$ cat src/rtl/puf_sequencer.sv
`default_nettype none
// +--------------------------------------------------------------------------+
// | Module   : puf_sequencer                                                 |
// | Purpose  : Two-phase scan-chain sequencer for one PUF instance: shifts a |
// |            challenge pair in, triggers evaluation, and shifts the        |
// |            up/down responses out into parallel registers.                |
// | Options  : PUF_COMPL_CHECK_EN enables the complement check on resp_err.  |
// | Revision : 1.0  initial release                                          |
// +--------------------------------------------------------------------------+
module puf_sequencer #(
   parameter int CHAL_BITS     = 128,
   parameter int PH_DIV        = 2,
   parameter int TRIG_CYCLES   = 4,
   parameter int SETTLE_CYCLES = 8
) (
   input  logic                 clk,
   input  logic                 rst_n,
   input  logic                 start,
   input  logic [CHAL_BITS-1:0] challenge_a,
   input  logic [CHAL_BITS-1:0] challenge_b,
   output logic                 busy,
   output logic                 done,
   output logic [CHAL_BITS-1:0] response_up,
   output logic [CHAL_BITS-1:0] response_down,
   output logic                 resp_err,
   output logic                 ph1,
   output logic                 ph2,
   output logic                 ca_si,
   output logic                 cb_si,
   output logic                 ph_en,
   output logic                 out_en,
   output logic                 trig,
   input  logic                 so_up,
   input  logic                 so_not_up,
   input  logic                 so_down,
   input  logic                 so_not_down
);

   localparam int SLOT_CYCLES = 4 * PH_DIV;
   localparam int BIT_W       = $clog2(CHAL_BITS);
   localparam int SUB_W       = $clog2(SLOT_CYCLES);
   localparam int WAIT_MAX    = (TRIG_CYCLES > SETTLE_CYCLES) ? TRIG_CYCLES : SETTLE_CYCLES;
   localparam int WAIT_W      = (WAIT_MAX > 1) ? $clog2(WAIT_MAX) : 1;

   localparam logic [BIT_W-1:0]  c_bit_last    = BIT_W'(CHAL_BITS - 1);
   localparam logic [SUB_W-1:0]  c_sub_last    = SUB_W'(SLOT_CYCLES - 1);
   localparam logic [SUB_W-1:0]  c_sample_sub  = SUB_W'(PH_DIV - 1);
   localparam logic [SUB_W-1:0]  c_s1_lo       = SUB_W'(PH_DIV);
   localparam logic [SUB_W-1:0]  c_s2_lo       = SUB_W'(2 * PH_DIV);
   localparam logic [SUB_W-1:0]  c_s3_lo       = SUB_W'(3 * PH_DIV);
   localparam logic [WAIT_W-1:0] c_trig_last   = WAIT_W'(TRIG_CYCLES - 1);
   localparam logic [WAIT_W-1:0] c_settle_last = WAIT_W'(SETTLE_CYCLES - 1);

   typedef enum logic [2:0] {
      S_IDLE      = 3'd0,
      S_SHIFT_IN  = 3'd1,
      S_TRIGGER   = 3'd2,
      S_SETTLE    = 3'd3,
      S_SHIFT_OUT = 3'd4,
      S_DONE      = 3'd5
   } state_t;

   state_t               r_state;
   state_t               w_nxt_state;
   logic [SUB_W-1:0]     r_sub;
   logic [SUB_W-1:0]     w_nxt_sub;
   logic [BIT_W-1:0]     r_bit;
   logic [BIT_W-1:0]     w_nxt_bit;
   logic [WAIT_W-1:0]    r_wait;
   logic [WAIT_W-1:0]    w_nxt_wait;
   logic [CHAL_BITS-1:0] r_chal_a;
   logic [CHAL_BITS-1:0] r_chal_b;
   logic [CHAL_BITS-1:0] w_nxt_chal_a;
   logic [CHAL_BITS-1:0] w_nxt_chal_b;
   logic                 w_accept;
   logic                 w_slot_end;
   logic                 w_last_bit;
   logic                 w_sample;
   logic                 w_shifting;
   logic                 w_nxt_ph1;
   logic                 w_nxt_ph2;
   logic                 w_nxt_ca;
   logic                 w_nxt_cb;
   logic                 w_nxt_busy;

   assign w_slot_end = (r_sub == c_sub_last);
   assign w_last_bit = (r_bit == c_bit_last);
   // Last clk of S0 in a response slot: the chain has not yet been advanced by PH1
   assign w_sample   = (r_state == S_SHIFT_OUT) && (r_sub == c_sample_sub);

   always_comb begin
      w_nxt_state = r_state;
      w_nxt_sub   = r_sub;
      w_nxt_bit   = r_bit;
      w_nxt_wait  = r_wait;
      w_accept    = 1'b0;
      case (r_state)
         S_IDLE: begin
            if (start) begin
               w_accept    = 1'b1;
               w_nxt_state = S_SHIFT_IN;
               w_nxt_sub   = '0;
               w_nxt_bit   = '0;
            end
         end
         S_SHIFT_IN, S_SHIFT_OUT: begin
            if (w_slot_end) begin
               w_nxt_sub = '0;
               if (w_last_bit) begin
                  w_nxt_bit   = '0;
                  w_nxt_wait  = '0;
                  w_nxt_state = (r_state == S_SHIFT_IN) ? S_TRIGGER : S_DONE;
               end else begin
                  w_nxt_bit = r_bit + 1'b1;
               end
            end else begin
               w_nxt_sub = r_sub + 1'b1;
            end
         end
         S_TRIGGER: begin
            if (r_wait == c_trig_last) begin
               w_nxt_wait  = '0;
               w_nxt_state = S_SETTLE;
            end else begin
               w_nxt_wait = r_wait + 1'b1;
            end
         end
         S_SETTLE: begin
            if (r_wait == c_settle_last) begin
               w_nxt_wait  = '0;
               w_nxt_sub   = '0;
               w_nxt_bit   = '0;
               w_nxt_state = S_SHIFT_OUT;
            end else begin
               w_nxt_wait = r_wait + 1'b1;
            end
         end
         S_DONE:  w_nxt_state = S_IDLE;
         default: w_nxt_state = S_IDLE;
      endcase
   end

   // Outputs are decoded from the next state so the registered pins line up with r_state
   always_comb begin
      w_nxt_chal_a = w_accept ? challenge_a : r_chal_a;
      w_nxt_chal_b = w_accept ? challenge_b : r_chal_b;
      w_shifting   = (w_nxt_state == S_SHIFT_IN) || (w_nxt_state == S_SHIFT_OUT);
      w_nxt_ph1    = w_shifting && (w_nxt_sub >= c_s1_lo) && (w_nxt_sub < c_s2_lo);
      w_nxt_ph2    = w_shifting && (w_nxt_sub >= c_s3_lo);
      w_nxt_ca     = (w_nxt_state == S_SHIFT_IN) && w_nxt_chal_a[w_nxt_bit];
      w_nxt_cb     = (w_nxt_state == S_SHIFT_IN) && w_nxt_chal_b[w_nxt_bit];
      w_nxt_busy   = (w_nxt_state == S_SHIFT_IN) || (w_nxt_state == S_TRIGGER) ||
                     (w_nxt_state == S_SETTLE)   || (w_nxt_state == S_SHIFT_OUT);
   end

   always_ff @(posedge clk or negedge rst_n) begin
      if (!rst_n) begin
         r_state       <= S_IDLE;
         r_sub         <= '0;
         r_bit         <= '0;
         r_wait        <= '0;
         r_chal_a      <= '0;
         r_chal_b      <= '0;
         ph1           <= 1'b0;
         ph2           <= 1'b0;
         ca_si         <= 1'b0;
         cb_si         <= 1'b0;
         ph_en         <= 1'b0;
         out_en        <= 1'b0;
         trig          <= 1'b0;
         busy          <= 1'b0;
         done          <= 1'b0;
         response_up   <= '0;
         response_down <= '0;
      end else begin
         r_state  <= w_nxt_state;
         r_sub    <= w_nxt_sub;
         r_bit    <= w_nxt_bit;
         r_wait   <= w_nxt_wait;
         r_chal_a <= w_nxt_chal_a;
         r_chal_b <= w_nxt_chal_b;
         ph1      <= w_nxt_ph1;
         ph2      <= w_nxt_ph2;
         ca_si    <= w_nxt_ca;
         cb_si    <= w_nxt_cb;
         ph_en    <= (w_nxt_state == S_SHIFT_IN);
         out_en   <= (w_nxt_state == S_SHIFT_OUT);
         trig     <= (w_nxt_state == S_TRIGGER);
         busy     <= w_nxt_busy;
         done     <= (w_nxt_state == S_DONE);
         if (w_accept) begin
            response_up   <= '0;
            response_down <= '0;
         end else if (w_sample) begin
            response_up[r_bit]   <= so_up;
            response_down[r_bit] <= so_down;
         end
      end
   end

`ifdef PUF_COMPL_CHECK_EN
   logic w_compl_bad;
   assign w_compl_bad = (so_not_up == so_up) || (so_not_down == so_down);

   always_ff @(posedge clk or negedge rst_n) begin
      if (!rst_n) begin
         resp_err <= 1'b0;
      end else if (w_accept) begin
         resp_err <= 1'b0;
      end else if (w_sample && w_compl_bad) begin
         resp_err <= 1'b1;
      end
   end
`else
   logic w_unused_compl;
   assign w_unused_compl = so_not_up ^ so_not_down;
   assign resp_err       = 1'b0;
`endif

endmodule
`default_nettype wire

$ cat config.mk
export PLATFORM = sky130hd
export DESIGN_NAME = puf_sequencer
export DESIGN_NICKNAME = d
export VERILOG_FILES = /design/src/rtl/puf_sequencer.sv
export SDC_FILE = /design/constraint.sdc
export NUM_CORES = 1
export LEC_CHECK = 0
export ABC_AREA = 0
export BUFFER_PORTS_ARGS = -buffer_cell sky130_fd_sc_hd__buf_2
export CORE_AREA = 2 2 251 253
export CTS_CLUSTER_DIAMETER = 40
export DETAILED_ROUTE_END_ITERATION = 16
export DIE_AREA = 0 0 253 255
export SLEW_MARGIN = 15
export SYNTH_ARGS = -nofsm -noshare
export SYNTH_HDL_FRONTEND = slang
export SYNTH_SLANG_ARGS = --single-unit
$ cat constraint.sdc
create_clock -name clk -period 2.72 [get_ports clk]
set_input_delay 0.408 -clock clk [delete_from_list [all_inputs] [get_ports clk]]
set_output_delay 0.408 -clock clk [all_outputs]
set_load 0.01 [all_outputs]
==> results of run 1 <==
area by class of cell:
| class | count | area [µm²] | share of cell area (%) |
|---|---|---|---|
| clock buffers | 117 | 2590 | 7.68 |
| diodes | 5 | 12.5 | 0.0371 |
| well taps | 799 | 1000 | 2.97 |
| repair buffers | 772 | 5390 | 16.0 |
| clock inverters | 54 | 667 | 1.98 |
| inverters | 14 | 57.6 | 0.171 |
| multi-input cells | 1651 | 10500 | 31.3 |
| flip-flops and latches | 537 | 13400 | 39.9 |
layer usage:
| layer | wire length, µm | vias to the layer above |
|---|---|---|
| li1 | - | 9715 |
| met1 | 33700 | 10600 |
| met2 | 41500 | 885 |
| met3 | 6900 | 180 |
| met4 | 3090 | 6 |
| met5 | 44 | - |
logic make-up after synthesis:
family	count (synthesis)	synth area share (%)
AND/OR/NAND/NOR	744	13.0
AO/OA/AOI/OAI	544	12.1
flip-flops	537	54.8
multiplexers	350	15.6
buffers and inverters	220	3.93
adder cells (fa/ha/maj)	8	0.408
XOR/XNOR	4	0.143
other	1	0.0153
timing repair:
item / CTS / global route
gates resized for setup: 79 / 44
pin swaps: 21 / 22
setup endpoints to repair: 2 / 143
endpoints found under the hold margin: 61 / 0
setup buffers: 23 / 12
hold buffers: 8 / 0
gates cloned: 11 / 2
per-stage QoR:
| step | hold WS [ps] | cell area, µm² |
|---|---|---|
| after floorplan | 112 | 24600 |
| after global routing | 11.0 | 33700 |
| final | 12.4 | 33700 |
| after detailed placement | 436 | 29200 |
| after global placement | 433 | 29200 |
| after CTS | 0.142 | 33400 |
where the power goes:
part	switching (mW)	total (mW)	internal (mW)	leakage, nW
Sequential	0.306	9.09	8.78	6.81
Clock	4.40	12.0	7.59	1.58
Combinational	5.55	10.1	4.50	7.35
how the worst max path moves through the flow:
| stage | start | end | slack [ps] | cells past startpoint |
|---|---|---|---|---|
| after global placement | r_sub[1] | ca_si | -720 | 9 |
| after CTS | r_sub[1] | cb_si | -320 | 15 |
| after floorplan | r_wait[1] | ca_si | -120 | 13 |
| final | r_sub[0] | cb_si | -390 | 15 |
| after detailed placement | r_sub[0] | cb_si | -540 | 13 |
| after global routing | r_sub[0] | cb_si | -480 | 15 |
state kept, by name, indices dropped and copies added (netlist names), 3 cells and up:
| name | count |
|---|---|
| r_bit | 7 |
| r_chal_a | 128 |
| r_chal_b | 128 |
| r_state | 3 |
| r_sub | 3 |
| r_wait | 3 |
| response_down | 128 |
| response_up | 128 |
cells in the mapped netlist (all sizes together), types with 9 or more instances:
library cell | instances | area (µm²)
inv | 14 | 52.6
nor3 | 36 | 180
dfrtp | 537 | 13400
a21oi | 281 | 1420
nand3 | 105 | 526
and3 | 9 | 56.3
buf | 71 | 405
o21ai | 187 | 940
o22ai | 9 | 56.3
nor2 | 161 | 609
mux2 | 259 | 2920
nand2 | 376 | 1410
mux2i | 91 | 911
o211ai | 13 | 97.6
clkbuf | 135 | 507
worst max-delay path: stages, from the launching register on:
cell	delay, ps
dfrtp_1	380
ha_2	210
ha_4	180
mux2_4	300
and3_4	190
nor2_4	160
buf_6	160
buf_12	140
buf_16	130
buf_8	110
mux2i_2	240
mux2i_1	140
o221ai_2	220
a31oi_1	70
a211oi_2	230
o2bb2ai_1	80
==> impl_metrics.csv, run 1 <==
group,metric,value,unit
sta,relSlewSlack,34.4,%
floorplanning,die_h,255,µm
yosys,synthesis.instances,2408,
worst_setup_path,worst_ep_required_time,3220,ps
status,status,"complete, but fails checks",
yosys,synth-seq-area-share,54.8,%
drt,routed_wl,85200,µm
yosys,synth_top_flop_cell,"dfrtp_1",
power,total_power,31.1,mW
worst_setup_path,cp.arrival,3610,ps
yosys,yosysWarnings,0,
worst_setup_path,ff2ff_setup_slack,-390,ps
global_routing,grt.met1_usage,32.0,%
cells_and_area,fin_nets,3339,
cells_and_area,nFillCells,5420,
drt,ant_nets,0,
drt,first_iter_violations,1599,
yosys,synth-edff-count,0,
floorplanning,die_w,253,µm
cts,cts_sinks,537,
power,vdd_drop_max,0.000624,V
cts,numCtsBuffers,92,
sta,fin_crit_sh,114,%
yosys,postSynthAreaPerCell,10.2,µm²
placement,hpwl,58000,µm
global_routing,grt_pass1_wl,127000,µm
drt,vias_per_cell,5.42,
cells_and_area,layout_commonest_cell,"dfrtp_1",
global_routing,grt-ovfl-total,0,
global_routing,grt_busiest_layer,"met2",
sta,setup_viol,2,
sta,finalClockSkew,30.0,ps
sta,drv_slew,0,
yosys,synth_seq_cells,537,
worst_setup_path,crit_path_start_kind,"flip-flop",
placement,pre_cts_slack,-539,ps
cells_and_area,fin_util,54.2,%
floorplanning,dieArea,64500,µm²
power,p_per_area,924,nW/µm²
worst_setup_path,r2r-start,"r_sub[0]",
sta,clock.fmax,322,MHz
cells_and_area,fin_cells,3949,
flow_run,drv_cap,0,
worst_setup_path,endpoint_kind,"flip-flop",
global_routing,grt_util_met3,5.70,%
cts,clockBufferDepth,3,
cts,root_buffer,"clkbuf_16",
worst_setup_path,worstSetupPathType,"reg2reg",
sta,tns,-708,ps
min_path,hold_start,"challenge_b[38]",
drt,drc,0,
global_routing,grt_max_degree,199,
min_path,min_path_type,"in2reg",
yosys,synth_async_sr_flop_share,100,%
power,p_leak,15.7,nW
sta,hold_viol_final,0,
floorplanning,floorplan.initialDensity,39.5,%
cts,h-tree-depth,3,
min_path,holdPathEnd,"r_chal_b[38]",
yosys,syn-num-nets,2679,
placement,gp_congestion,0.906,
global_routing,grtUsageTotal,25.6,%
cells_and_area,final_cell_mix,"536 x dfrtp_1, 522 x buf_2, 376 x nand2_1, 279 x a21oi_1, 253 x mux2_2",
yosys,synth_area,24500,µm²
drt,route.vias.total,21400,
sta,setup_ws,-389,ps
drt,wire_per_inst,21.6,µm
global_routing,grt_pass1_vias,21500,
floorplanning,coreArea,62200,µm²
worst_setup_path,r2r_cells,15,
sta,post-route-min-period,3110,ps
sta,rsz0062_at_grt,"yes",
min_path,hold_path_depth,2,
cts,cts_tree,"yes",
drt,dr.pass1.iters,5,
sta,worstMarginPinSlew,984,ps
global_routing,antenna_found_initial,9,
cells_and_area,area_growth,37.3,%
global_routing,grtUsageMet2,43.5,%
placement,portBuffers,525,
yosys,synth_cell_types,69,
floorplanning,ios,529,
worst_setup_path,cp_max_fo,4,
cts,clk_latency,650,ps
cells_and_area,drive_gt1_share,40.2,%
worst_setup_path,worstReg2RegEnd,"cb_si",
status,failed_checks,"negative setup slack",
placement,placed_cells,3722,
floorplanning,rows,92,
cts,path_clk_slew,50,ps
Power figures use the tool's default switching activity.
==> inputs of run 2 (changes only) <==
--- a/config.mk
+++ b/config.mk
@@ -7,10 +7,11 @@
 export LEC_CHECK = 0
 export ABC_AREA = 0
 export BUFFER_PORTS_ARGS = -buffer_cell sky130_fd_sc_hd__buf_2
-export CORE_AREA = 2 2 251 253
+export CORE_AREA = 2 2 225 227
 export CTS_CLUSTER_DIAMETER = 40
 export DETAILED_ROUTE_END_ITERATION = 16
-export DIE_AREA = 0 0 253 255
+export DIE_AREA = 0 0 227 229
+export PLACE_DENSITY = 0.77
 export SLEW_MARGIN = 15
 export SYNTH_ARGS = -nofsm -noshare
 export SYNTH_HDL_FRONTEND = slang
==> run 2 against run 1 <==
The run still ends with negative setup slack left. Via count grew 3.9%. Flip-flop and latch count is the same. Clock-buffer cell count shrank 33. Die area shrank 19%. Total power shrank 7.3%.
==> impl_metrics.csv, run 2 (synthesis results as in run 1) <==
group,metric,value,unit
status,status,"complete, but fails checks",
status,failed_checks,"negative setup slack",
worst_setup_path,critical_path.most_common_cell,"buf_12",
flow_run,drv_cap,0,
cts,clockBufferDepth,3,
cts,root_buffer,"clkbuf_16",
sta,hold_viol_final,0,
sta,fin_crit_sh,115,%
floorplanning,dieArea,52000,µm²
placement,gp_congestion,0.921,
cells_and_area,layout_commonest_cell,"dfrtp_1",
floorplanning,coreArea,49700,µm²
global_routing,grt-ovfl-total,0,
floorplanning,rows,82,
cts,h-tree-depth,3,
cells_and_area,fin_util,66.6,%
drt,first_iter_violations,2298,
floorplanning,ios,529,
worst_setup_path,worstReg2RegEnd,"cb_si",
drt,vias_per_cell,5.85,
global_routing,grtUsageTotal,31.7,%
power,power.share.switching,33.5,%
floorplanning,die_h,229,µm
worst_setup_path,cp_max_fo,11,
drt,routed_wl,85100,µm
cells_and_area,final_cell_mix,"537 x dfrtp_1, 522 x buf_2, 374 x nand2_1, 279 x a21oi_1, 226 x mux2_2",
worst_setup_path,r2r_cells,14,
worst_setup_path,worstSetupPathType,"reg2reg",
sta,finalClockSkew,25.0,ps
drt,ant_nets,0,
sta,tns,-779,ps
global_routing,grt_pass1_vias,22100,
power,vdd_drop_max,0.000597,V
cells_and_area,drive_gt1_share,40.1,%
placement,place_area,29100,µm²
min_path,hold_path_depth,2,
sta,rsz0062_at_grt,"yes",
placement,hpwl,56500,µm
cts,cts_tree,"yes",
cts,clk_latency,610,ps
cells_and_area,fin_area,33100,µm²
cts,cts_sinks,537,
worst_setup_path,worst_ep_required_time,3210,ps
global_routing,grt_max_degree,112,
drt,dr.pass1.iters,6,
sta,clock.fmax,321,MHz
cells_and_area,nFillCells,3584,
floorplanning,die_w,227,µm
sta,post-route-min-period,3120,ps
cts,path_clk_slew,60,ps
worst_setup_path,ff2ff_setup_slack,-400,ps
sta,setup_viol,2,
power,internal_power,19.2,mW
sta,setup_ws,-400,ps
worst_setup_path,critPathBufInv,3,
min_path,hold_start,"challenge_a[6]",
power,power_frac_clock,34.8,%
worst_setup_path,cp_top_family,"compound AO/OA/AOI/OAI gates",
floorplanning,floorplan.initialDensity,49.4,%
cts,numCtsBuffers,75,
worst_setup_path,r2r-start,"r_sub[1]",
worst_setup_path,crit_path_start_kind,"flip-flop",
cells_and_area,fin_nets,3335,
power,seqPwrFrac,31.6,%
cells_and_area,multi_input_area,10600,µm²
placement,portBuffers,525,
drt,route.vias.total,22200,
drt,drc,0,
min_path,min_path_type,"in2reg",
worst_setup_path,endpoint_kind,"flip-flop",
power,total_power,28.9,mW
worst_setup_path,slowest_delay,380,ps
worst_setup_path,slowest_stage,"dfrtp_1",
min_path,holdPathEnd,"r_chal_a[6]",
sta,relSlewSlack,18.4,%
cells_and_area,regArea,13400,µm²
power,p_switching,9.66,mW
sta,worstMarginPinSlew,1220,ps
drt,wire_per_inst,22.4,µm
global_routing,antenna_found_initial,7,
power,comb_power_share,33.6,%
global_routing,grt_pass1_wl,127000,µm
sta,drv_slew,0,
power,p_leak,15.6,nW
worst_setup_path,path_cells,"ha_2 -> ha_4 -> mux2_4 -> and3_4 -> nor2_4 -> buf_12 -> buf_12 -> buf_4 -> mux2i_1 -> o211ai_1 -> a21oi_1 -> nor3_1 -> o22a_1 -> o2bb2ai_1",
placement,pre_cts_slack,-635,ps
power,p_per_area,872,nW/µm²
worst_setup_path,cp.arrival,3610,ps
cells_and_area,area_growth,34.9,%
[run 2: changes by cell type in the layout (fill, tap and decap cells not counted), sizes merged, moves of 3 or more]
cell         previous run  this run
clkbuf                119        88
buf                   757       778
inv                    26        34
clkinv                 26        15
dlygate4sd3             8         1
bufbuf                  5         2
[run 2: cell type report]
type                       count  area share [%]
timing repair buffer         785            16.8
clock buffer                  84            5.99
tap                          672            2.54
clock inverter                50            1.81
inverter                      14           0.159
antenna                        4          0.0303
multi-input combinational   1651            32.1
sequential                   537            40.6
[run 2: how the worst max path moves through the flow]
stage / start / end / slack [ps] / cells after the start
floorplan: r_wait[1] / ca_si / -120 / 13
global placement: r_sub[1] / ca_si / -610 / 13
detailed placement: r_sub[1] / ca_si / -630 / 13
CTS: r_state[0] / ca_si / -210 / 12
global route: r_sub[0] / ca_si / -520 / 14
finish: r_sub[1] / cb_si / -400 / 14
[run 2: per-layer routing]
metal	share of wire, %	global-route usage (%)
met5	0.074	0
met4	6.4	18.4
met3	9.2	7.72
met2	47	50.8
met1	37	39.1
[run 2: metrics by stage]
step	cells	hold WS, ps
final	3797	51.2
after detailed placement	3600	458
after global placement	3600	453
after global routing	3794	46.7
after floorplan	2408	112
after CTS	3777	25.2
[run 2: repair_timing]
action                                  in CTS  in global routing
gates cloned                                11                  3
pin swaps                                   38                 21
buffers inserted                            31                 13
gates resized for setup                    104                 43
endpoints found under the setup margin      89                207
endpoints found under the hold margin       53                  0
hold buffers                                 1                  0
[run 2: power by group through the flow]
stage               clock [mW]  sequential [mW]  combinational [mW]
finish                    10.1             9.11                9.69
global route              10.5             9.17                10.2
CTS                       10.1             9.09                9.03
detailed placement           0             9.22                7.98
global placement             0             9.17                7.85
floorplan                    0             9.24                4.60
[run 2: worst reg2reg max path, delay by kind of cell (launching register included)]
family / cells / cell delay (ps)
mux: 2 / 580
flops: 1 / 380
fa+ha+maj: 2 / 380
compound gates: 4 / 770
buf+inv: 3 / 470
simple gates: 3 / 430
